--- config.mk ---
export PLATFORM = sky130hd
export DESIGN_NAME = seq_alu
export DESIGN_NICKNAME = d
export VERILOG_FILES = /design/src/rtl/seq_alu.sv
export SDC_FILE = /design/constraint.sdc
export NUM_CORES = 1
export LEC_CHECK = 0
export CORE_UTILIZATION = 40
export DETAILED_ROUTE_END_ITERATION = 12
export HOLD_SLACK_MARGIN = 0.06
export PLACE_DENSITY = 0.62
export SLEW_MARGIN = 25
export SYNTH_ARGS = -nofsm -noshare
export SYNTH_HDL_FRONTEND = slang
export SYNTH_SLANG_ARGS = --single-unit
--- constraint.sdc ---
create_clock -name CLK -period 3.3 [get_ports CLK]
set_input_delay 0.99 -clock CLK [delete_from_list [all_inputs] [get_ports CLK]]
set_output_delay 0.99 -clock CLK [all_outputs]
set_load 0.05 [all_outputs]
--- src/rtl/seq_alu.sv ---
// Registered ALU with valid/ready operand handshake, shifts and NZCV-style flags.
// Define SEQ_ALU_MUL_EN to enable the iterative shift-add multiply on ctrl 4'b0101.
module seq_alu #(
    parameter int WIDTH = 64
) (
    input  logic             CLK,
    input  logic             Reset,
    input  logic             in_valid,
    output logic             in_ready,
    input  logic [WIDTH-1:0] busA,
    input  logic [WIDTH-1:0] busB,
    input  logic [3:0]       ctrl,
    output logic             out_valid,
    output logic [WIDTH-1:0] busW,
    output logic             zero,
    output logic             negative,
    output logic             carry,
    output logic             overflow,
    output logic             err
);
    localparam int SHW = $clog2(WIDTH);

    logic             rdy_q;
    logic             accept;
    logic [WIDTH-1:0] alu_res;
    logic             alu_c;
    logic             alu_v;
    logic             alu_err;
    logic [WIDTH:0]   sum;

    always_comb begin
        alu_res = '0;
        alu_c   = 1'b0;
        alu_v   = 1'b0;
        alu_err = 1'b0;
        sum     = '0;
        case (ctrl)
            4'b0000: alu_res = busA & busB;
            4'b0001: alu_res = busA | busB;
            4'b0111: alu_res = busB;
            4'b0010: begin
                sum     = {1'b0, busA} + {1'b0, busB};
                alu_res = sum[WIDTH-1:0];
                alu_c   = sum[WIDTH];
                alu_v   = (busA[WIDTH-1] == busB[WIDTH-1]) && (alu_res[WIDTH-1] != busA[WIDTH-1]);
            end
            4'b0110: begin
                sum     = {1'b0, busA} + {1'b0, ~busB} + (WIDTH+1)'(1);
                alu_res = sum[WIDTH-1:0];
                alu_c   = sum[WIDTH];
                alu_v   = (busA[WIDTH-1] != busB[WIDTH-1]) && (alu_res[WIDTH-1] != busA[WIDTH-1]);
            end
            4'b0011: alu_res = busA << busB[SHW-1:0];
            4'b0100: alu_res = busA >> busB[SHW-1:0];
            default: alu_err = 1'b1;
        endcase
    end

`ifdef SEQ_ALU_MUL_EN
    typedef enum logic {IDLE, MUL_RUN} state_t;

    state_t           state;
    state_t           state_nxt;
    logic [SHW-1:0]   cnt;
    logic [WIDTH-1:0] ma;
    logic [WIDTH-1:0] mb;
    logic [WIDTH-1:0] acc;
    logic [WIDTH-1:0] mul_sum;
    logic             is_mul;
    logic             mul_last;

    assign is_mul   = (ctrl == 4'b0101);
    assign mul_last = (cnt == SHW'(WIDTH - 1));
    assign mul_sum  = acc + (mb[0] ? ma : '0);
    assign in_ready = rdy_q && (state == IDLE);

    always_comb begin
        state_nxt = state;
        case (state)
            IDLE:    if (accept && is_mul) state_nxt = MUL_RUN;
            MUL_RUN: if (mul_last) state_nxt = IDLE;
            default: state_nxt = IDLE;
        endcase
    end

    always_ff @(posedge CLK or posedge Reset) begin
        if (Reset) begin
            state <= IDLE;
            cnt   <= '0;
            ma    <= '0;
            mb    <= '0;
            acc   <= '0;
        end else begin
            state <= state_nxt;
            if (accept && is_mul) begin
                cnt <= '0;
                ma  <= busA;
                mb  <= busB;
                acc <= '0;
            end else if (state == MUL_RUN) begin
                cnt <= cnt + SHW'(1);
                ma  <= ma << 1;
                mb  <= mb >> 1;
                acc <= mul_sum;
            end
        end
    end
`else
    assign in_ready = rdy_q;
`endif

    assign accept   = in_valid && in_ready;
    assign zero     = (busW == '0);
    assign negative = busW[WIDTH-1];

    always_ff @(posedge CLK or posedge Reset) begin
        if (Reset) begin
            rdy_q     <= 1'b0;
            out_valid <= 1'b0;
            busW      <= '0;
            carry     <= 1'b0;
            overflow  <= 1'b0;
            err       <= 1'b0;
        end else begin
            rdy_q     <= 1'b1;
            out_valid <= 1'b0;
`ifdef SEQ_ALU_MUL_EN
            // The last multiply step writes busW directly from the adder so the
            // result lands on the same edge as the final partial-product add.
            if (state == MUL_RUN && mul_last) begin
                busW      <= mul_sum;
                carry     <= 1'b0;
                overflow  <= 1'b0;
                err       <= 1'b0;
                out_valid <= 1'b1;
            end else if (accept && !is_mul) begin
`else
            if (accept) begin
`endif
                busW      <= alu_res;
                carry     <= alu_c;
                overflow  <= alu_v;
                err       <= alu_err;
                out_valid <= 1'b1;
            end
        end
    end
endmodule

==> results of run 1 <==
-- repair_timing --
action	4_1_cts
gates cloned	12
pin swaps	295
setup buffers	183
resized for setup	1233
endpoints found under the setup margin	67
-- per-stage QoR --
stage,area (um^2),utilization [%]
2_1_floorplan,21700,-
3_3_place_gp,33200,63.1
3_5_place_dp,33200,63.1
4_1_cts,38700,73.7
-- logic make-up after synthesis --
logic type	Yosys count
adder cells (fa/ha/maj)	210
XOR/XNOR	25
buffers and inverters	435
other	1
multiplexers	193
flip-flops	69
AND/OR/NAND/NOR	1000
AO/OA/AOI/OAI	1151
-- per-layer routing --
metal | GRT usage, % | GRT overflow
met5 | 9.47 | 0
met4 | 70.8 | 7
met3 | 40.6 | 0
met2 | 89.6 | 14
met1 | 68.4 | 0
==> flow_metrics.tcl, run 1 <==
set metrics [dict create \
    yosys_most_used_dff "dfrtp_1" \
    synth_compound_area_share_pct 35.3 \
    placed_cells 4996 \
    clockRootBuffer "clkbuf_16" \
    clkSinkCount 69 \
    overflow 21 \
    worst_endpoint "busW[56]$_DFFE_PP0P_/D" \
    synth_edf_count 0 \
    cts_buffers 9 \
    gp_congestion 1.17 \
    die_w_um 232 \
    synthMuxAreaShare_pct 13.6 \
    async_reset_ff_share_pct 100 \
    start_util_pct 40.4 \
    ys.warnings.count 0 \
    die_h_um 232 \
    synthTopCellsByArea "ha_1 (12%), a21oi_1 (8.2%), dfrtp_1 (8.1%)" \
    ctsHoldBuffers 0 \
    synth_top_family_by_area "compound AO/OA/AOI/OAI gates" \
    avgSynthCellArea_um2 6.89 \
    yosys.area_share.adder_pct 12.4 \
    synthSimpleGateAreaFrac_pct 21.2 \
    yosys.area.top_type "ha_1" \
    syn_nets 3429 \
    h-tree-depth 3 \
    synth-seq-area-share_pct 8.13 \
    hpwl_mm 119 \
    synthCells 3084 \
    globalRouteTotalUtil_pct 67.0 \
    status "aborted with a tool error" \
    ys_ff_latch 69 \
    syn-cell-area_um2 21200 \
    worst_path_end_type "register input" \
    synth_common_cells "nor2_1 (408), a21oi_1 (347), nand2_1 (260)" \
    place_ws_ps -1820 \
    failed_stage "global routing (5_1_grt)" \
    clockBufferDepth 2 \
    synth_cell_types 99 \
    synth_xor_area_share_pct 1.03 \
    rows 84 \
    synth_top_area_share_pct 12.2 \
    synth.most_common_cell "nor2_1" \
    grt_max_degree 92 \
    io_pins 206 \
    port_buffers 205 \
    firstError "[ERROR GRT-0232] Routing congestion too high. Check the congestion heatmap in the GUI." \
]
==> run 2, diff against run 1 <==
CORE_UTILIZATION = 25   (was 40)
HOLD_SLACK_MARGIN = not set   (was 0.06)
PLACE_DENSITY = not set   (was 0.62)
PLACE_DENSITY_LB_ADDON = 0.15   (was not set)
==> flow_metrics.tcl, run 2 <==
set metrics [dict create \
    worst_slack_ps -510 \
    synthTopCellsByArea "ha_1 (12%), a21oi_1 (8.2%), dfrtp_1 (8.1%)" \
    clkSinkCount 69 \
    syn_nets 3429 \
    hold_slack_ps 494 \
    ir_worst_vdd_uv 185 \
    synth_top_area_share_pct 12.2 \
    grt_use_met1_pct 43.3 \
    final-max-slew-violation-count 0 \
    largest_reg_flops 64 \
    wirelength_mm 160 \
    final_common_cell "buf_4" \
    ys.warnings.count 0 \
    cts_tree "yes" \
    via_per_inst 5.65 \
    gp_congestion 1.06 \
    regMostFlops "busW" \
    clockBufferDepth 2 \
    power_density_nw_per_um2 248 \
    clockRootBuffer "clkbuf_16" \
    mostFrequentLayoutCells "buf_4 (1,281), nor2_1 (334), nand2_1 (231)" \
    failed_checks "setup timing" \
    grt_pass1_vias 31500 \
    nFillCells 8352 \
    leakagePower_nw 18.1 \
    worst_slew_pin_slew_ps 941 \
    cp.required_ps 3550 \
    drive_above_1_share_pct 54.6 \
    die-area_um2 86200 \
    maxCapViolations 0 \
    seq_area_um2 1730 \
    hpwl_mm 129 \
    syn_to_final_growth_pct 96.4 \
    grt-busiest-layer "met2" \
    drtAntennaViolNets 0 \
    use_met2_pct 58.0 \
    grtUsageMet3_pct 4.40 \
    vias 32200 \
    die_h_um 294 \
    port_buffers 205 \
    start_util_pct 25.3 \
    drtIter0Drc 3020 \
    fin_crit_sh_pct 115 \
    setup_viol 66 \
    hold_class "flip-flop to flip-flop" \
    synth_edf_count 0 \
    synth_common_cells "nor2_1 (408), a21oi_1 (347), nand2_1 (260)" \
    synthCells 3084 \
    globalRouteTotalUtil_pct 35.9 \
    avgSynthCellArea_um2 6.89 \
    rows 106 \
    rsz0062_at_grt "yes" \
    period_minus_slack_ps 3810 \
    hold_viol_final 0 \
    wl_per_cell_um 28.2 \
    multi_input_comb_area_um2 22800 \
    ctsHoldBuffers 0 \
    crit_type "primary input to flip-flop" \
    cts.clk_slew.worst_paths_ps 80 \
    synth.most_common_cell "nor2_1" \
    crit_fanout 3 \
    h-tree-depth 3 \
    overflow 0 \
    cts_buffers 9 \
    io_pins 206 \
    async_reset_ff_share_pct 100 \
    core-area_um2 83800 \
    yosys_most_used_dff "dfrtp_1" \
    relSlewSlack_pct 37.2 \
    skew_ps 10.5 \
    cp-start-kind "primary input" \
    nets 4898 \
    yosys.area.top_type "ha_1" \
    synth-seq-area-share_pct 8.13 \
    remaining_drc_errors 0 \
    cp-end-kind "flip-flop" \
    syn-cell-area_um2 21200 \
    worstPathArrival_ps 4060 \
    clk_latency_ps 360 \
    dr.pass1.iters 6 \
    place_ws_ps -1890 \
    status "finished with violations" \
    die_w_um 294 \
    clock.fmax_ghz 0.262 \
    grt_max_degree 84 \
    synth_cell_types 99 \
    antenna_found_initial 2 \
    ys_ff_latch 69 \
    grt_pass1_wl_mm 224 \
]
[run 2: cell counts after synthesis]
No cell type changed its count.
[run 2: final cells by class]
cell class              instances  share of cell area (%)
multi-input cells            2580                    54.6
well taps                    1134                    3.40
clock inverters                 7                   0.162
flip-flops and latches         69                    4.14
repair buffers               1692                    35.0
clock buffers                   9                   0.540
diodes                          3                  0.0180
inverters                     201                    2.18
[run 2: path summary, 6_finish.rpt]
check                      cells past startpoint  slack [ps]  endpoint  startpoint
max in group asynchronous                      3        1690  busW[61]       Reset
min in group asynchronous                      2         980  in_ready       Reset
hold / removal                                 1         490       err         err
setup reg to reg                              11         880  busW[45]    in_ready
hold reg to reg                                1         490       err         err
setup / recovery                              16        -510  busW[56]     busB[0]
[run 2: kinds of logic after synthesis]
group                    after synthesis  share of synthesized area, %
multiplexers                         193                          13.6
AO/OA/AOI/OAI                       1151                          35.3
buffers and inverters                435                          8.26
XOR/XNOR                              25                          1.03
adder cells (fa/ha/maj)              210                          12.4
flip-flops                            69                          8.13
other                                  1                        0.0176
AND/OR/NAND/NOR                     1000                          21.2
[run 2: worst max-delay path, cell delays in order]
cell	delay, ps
buf_8	110
ha_4	160
fa_2	400
o21bai_4	160
a211oi_4	90
buf_6	130
a2111oi_4	410
or4b_4	250
nand2_4	60
a21o_4	260
nor2_4	110
o21ai_4	90
o21ai_2	140
nor4b_4	260
nor3b_2	90
a2111o_1	360
[run 2: report_power, final]
group	internal, W	switching (W)
sequential	0.000920	0.0000908
clock	0.000531	0.000473
combinational	0.00381	0.00454
total	0.00526	0.00511
[run 2: per-stage QoR]
stage	utilization (%)	area, um^2	std cells	total power, W	setup TNS [ps]
floorplan	-	21700	3084	0.00383	-25940
global placement	40.5	33900	5466	0.00753	-88980
detailed placement	40.5	33900	5466	0.00751	-90330
CTS	47.2	39600	5622	0.00969	-16440
global route	49.8	41700	5693	0.0107	-21460
finish	49.8	41700	5695	0.0104	-17510
[run 2: per-layer routing]
layer  share of wire [%]  vias up  wire length (um)
met4                 9.6        0             15400
li1                    -    14500                 -
met3                 6.4      439             10300
met2                  45     1611             72400
met5                   0        -                 0
met1                  39    15700             62300
[run 2: what timing repair did]
action | 4_1_cts | 5_1_grt
resized for setup | 1281 | 447
endpoints found under the setup margin | 67 | 66
pin swaps | 313 | 286
cloned | 11 | 2
setup buffers | 140 | 93
No activity file was read; power rests on OpenSTA's default activity.
==> run 3, diff against run 2 <==
ABC_AREA = 1   (was not set)
==> flow_metrics.tcl, run 3 <==
set metrics [dict create \
    drtIter0Drc 4360 \
    crit_type "primary input to flip-flop" \
    clockRootBuffer "clkbuf_16" \
    timing.rr.end "busW[42]" \
    leakagePower_nw 22.5 \
    synth_top_area_share_pct 26.6 \
    cts_tree "yes" \
    wl_per_cell_um 24.2 \
    synth_edf_count 0 \
    rows 117 \
    start_util_pct 25.2 \
    largest_reg_flops 64 \
    synth_cell_types 52 \
    hold_end "busW[5]" \
    critical_path.max_stage_delay_ps 530 \
    die-area_um2 104000 \
    syn_to_final_growth_pct 61.1 \
    nFillCells 11500 \
    cp-start-kind "primary input" \
    syn-cell-area_um2 25700 \
    cts_buffers 9 \
    fin_crit_sh_pct 99.7 \
    hold_viol_final 0 \
    vias 39800 \
    ff2ff_setup_slack_ps 1750 \
    grt_pass1_vias 37400 \
    port_buffers 205 \
    core-area_um2 102000 \
    status "finished with violations" \
    cp.required_ps 3590 \
    ys_ff_latch 69 \
    grt_max_degree 126 \
    placed_cells 7736 \
    ir_worst_vdd_uv 231 \
    globalRouteTotalUtil_pct 35.3 \
    h-tree-depth 3 \
    gp_congestion 1.08 \
    synth.most_common_cell "nand2_1" \
    r2r-start "in_ready" \
    overflow 0 \
    clock.fmax_ghz 0.304 \
    crit_fanout 5 \
    ctsHoldBuffers 0 \
    synthCells 5134 \
    yosys.area.top_type "nand2_1" \
    ys.warnings.count 0 \
    final-max-slew-violation-count 0 \
    setup_viol 0 \
    power_density_nw_per_um2 239 \
    io_pins 206 \
    drtAntennaViolNets 0 \
    seq_area_um2 1730 \
    clkSinkCount 69 \
    fin_util_pct 40.6 \
    fin_cells 7775 \
    wirelength_mm 188 \
    cp-end-kind "flip-flop" \
    avgSynthCellArea_um2 5.00 \
    cts.clk_slew.worst_paths_ps 70 \
    clockBufferDepth 2 \
    clk_latency_ps 400 \
    nets 6745 \
    hold-path-cell-count 2 \
    reg2reg_depth 4 \
    syn_nets 5479 \
    power_w 0.00988 \
    die_w_um 322 \
    synth-seq-area-share_pct 6.73 \
    dr.pass1.iters 11 \
    failed_checks "DRC" \
    crit_top_cell "nand2_1" \
    relSlewSlack_pct 37.8 \
    mostFrequentLayoutCells "nand2_1 (1,665), buf_4 (1,221), nand3_1 (873)" \
    cp_slowest_cell "o21ai_0" \
    remaining_drc_errors 4 \
    die_h_um 322 \
    antenna_found_initial 4 \
    maxCapViolations 0 \
    regMostFlops "busW" \
    worstPathArrival_ps 3580 \
    path_cells "clkdlybuf4s50_1 > inv_1 > ha_4 > buf_6 > buf_4 > o21ai_0 > a21oi_1 > nand2_1 > nor2_1 > nand3_1 > nand2_1 > nand3_1 > nand3_2 > nand2_1 > nand2_1" \
    hold_class "flip-flop to flip-flop" \
    drive_above_1_share_pct 30.0 \
    synthTopCellsByArea "nand2_1 (27%), nand3_1 (18%), inv_1 (11%)" \
    path_delay_family "buffers and inverters" \
    hpwl_mm 162 \
    period_minus_slack_ps 3290 \
    worst_slew_pin_slew_ps 933 \
    async_reset_ff_share_pct 100 \
    hp-start "busW[5]" \
    cp_num_buf_inv 4 \
    skew_ps 12.2 \
    multi_input_comb_area_um2 22200 \
    synth_common_cells "nand2_1 (1,819), nand3_1 (918), inv_1 (757)" \
    via_per_inst 5.12 \
    rsz0062_at_grt "yes" \
    final_common_cell "nand2_1" \
    yosys_most_used_dff "dfrtp_1" \
    grt_pass1_wl_mm 261 \
    hold_slack_ps 512 \
]
-- run 3: cell count changes after synthesis, sizes merged, moves of 75 or more --
| cell | before | now |
|---|---|---|
| a21oi | 351 | 268 |
| inv | 198 | 773 |
| mux2i | 96 | 2 |
| mux4 | 75 | 0 |
| nand2 | 260 | 1849 |
| nand3 | 39 | 923 |
| o21ai | 250 | 141 |
-- run 3: metrics by stage --
stage	area (um^2)	setup slack (ps)	TNS (ps)
2_1_floorplan	25700	32.4	0
3_3_place_gp	38300	-949	-46260
3_5_place_dp	38300	-932	-46300
4_1_cts	39700	-11.0	-11.0
5_1_grt	41300	-51.5	-477
6_report	41400	9.98	0
-- run 3: cell families (layout without fill, tap and decap cells) --
| logic type | after synthesis | count (layout) | share of synthesized area (%) |
|---|---|---|---|
| AND/OR/NAND/NOR | 3291 | 3291 | 54.8 |
| other | 1 | 3 | 0.0146 |
| flip-flops | 69 | 69 | 6.73 |
| AO/OA/AOI/OAI | 544 | 544 | 11.9 |
| buffers and inverters | 1013 | 2284 | 16.1 |
| XOR/XNOR | 4 | 4 | 0.136 |
| adder cells (fa/ha/maj) | 210 | 210 | 10.3 |
| multiplexers | 2 | 2 | 0.0780 |
-- run 3: power breakdown --
group / switching, W / internal [W] / leakage (nW) / total (W)
combinational: 0.00455 / 0.00293 / 21.4 / 0.00748
sequential: 0.000207 / 0.000952 / 0.915 / 0.00116
clock: 0.000564 / 0.000678 / 0.163 / 0.00124
total: 0.00532 / 0.00456 / 22.5 / 0.00988
-- run 3: how the worst max path moves through the flow --
stage	start	endpoint	slack [ps]	cells past startpoint
floorplan	busB[2]	busW[63]	30	23
global placement	busA[12]	busW[19]	-950	19
detailed placement	busA[12]	busW[19]	-930	19
CTS	busA[4]	busW[19]	-10	20
global route	busA[42]	busW[54]	-50	19
finish	busA[50]	busW[53]	10	15
-- run 3: worst min-delay path: cells and delay by family, from the launching register on --
kind	cells	cell delay (ps)
flops	1	360
simple gates	2	120
-- run 3: layout make-up --
class	instances	share of cell area, %
multi-input combinational	4052	53.8
timing repair buffer	1493	30.0
inverter	775	7.07
sequential	69	4.18
tap	1368	4.14
clock buffer	9	0.545
clock inverter	7	0.257
antenna	2	0.0121
-- run 3: what timing repair did --
| item | 4_1_cts | 5_1_grt |
|---|---|---|
| pin swaps | 26 | 99 |
| resized for setup | 309 | 468 |
| setup buffers | 5 | 16 |
| setup endpoints to repair | 63 | 64 |
-- run 3: per-layer routing --
layer | part of all wire, % | global-route usage, % | vias to the layer above | routed length [um]
li1 | - | - | 19000 | -
met1 | 42 | 47.3 | 18800 | 79800
met2 | 43 | 54.9 | 1761 | 81400
met3 | 7.8 | 3.87 | 334 | 14600
met4 | 6.5 | 19.4 | 2 | 12300
met5 | 0.0069 | 0 | - | 13
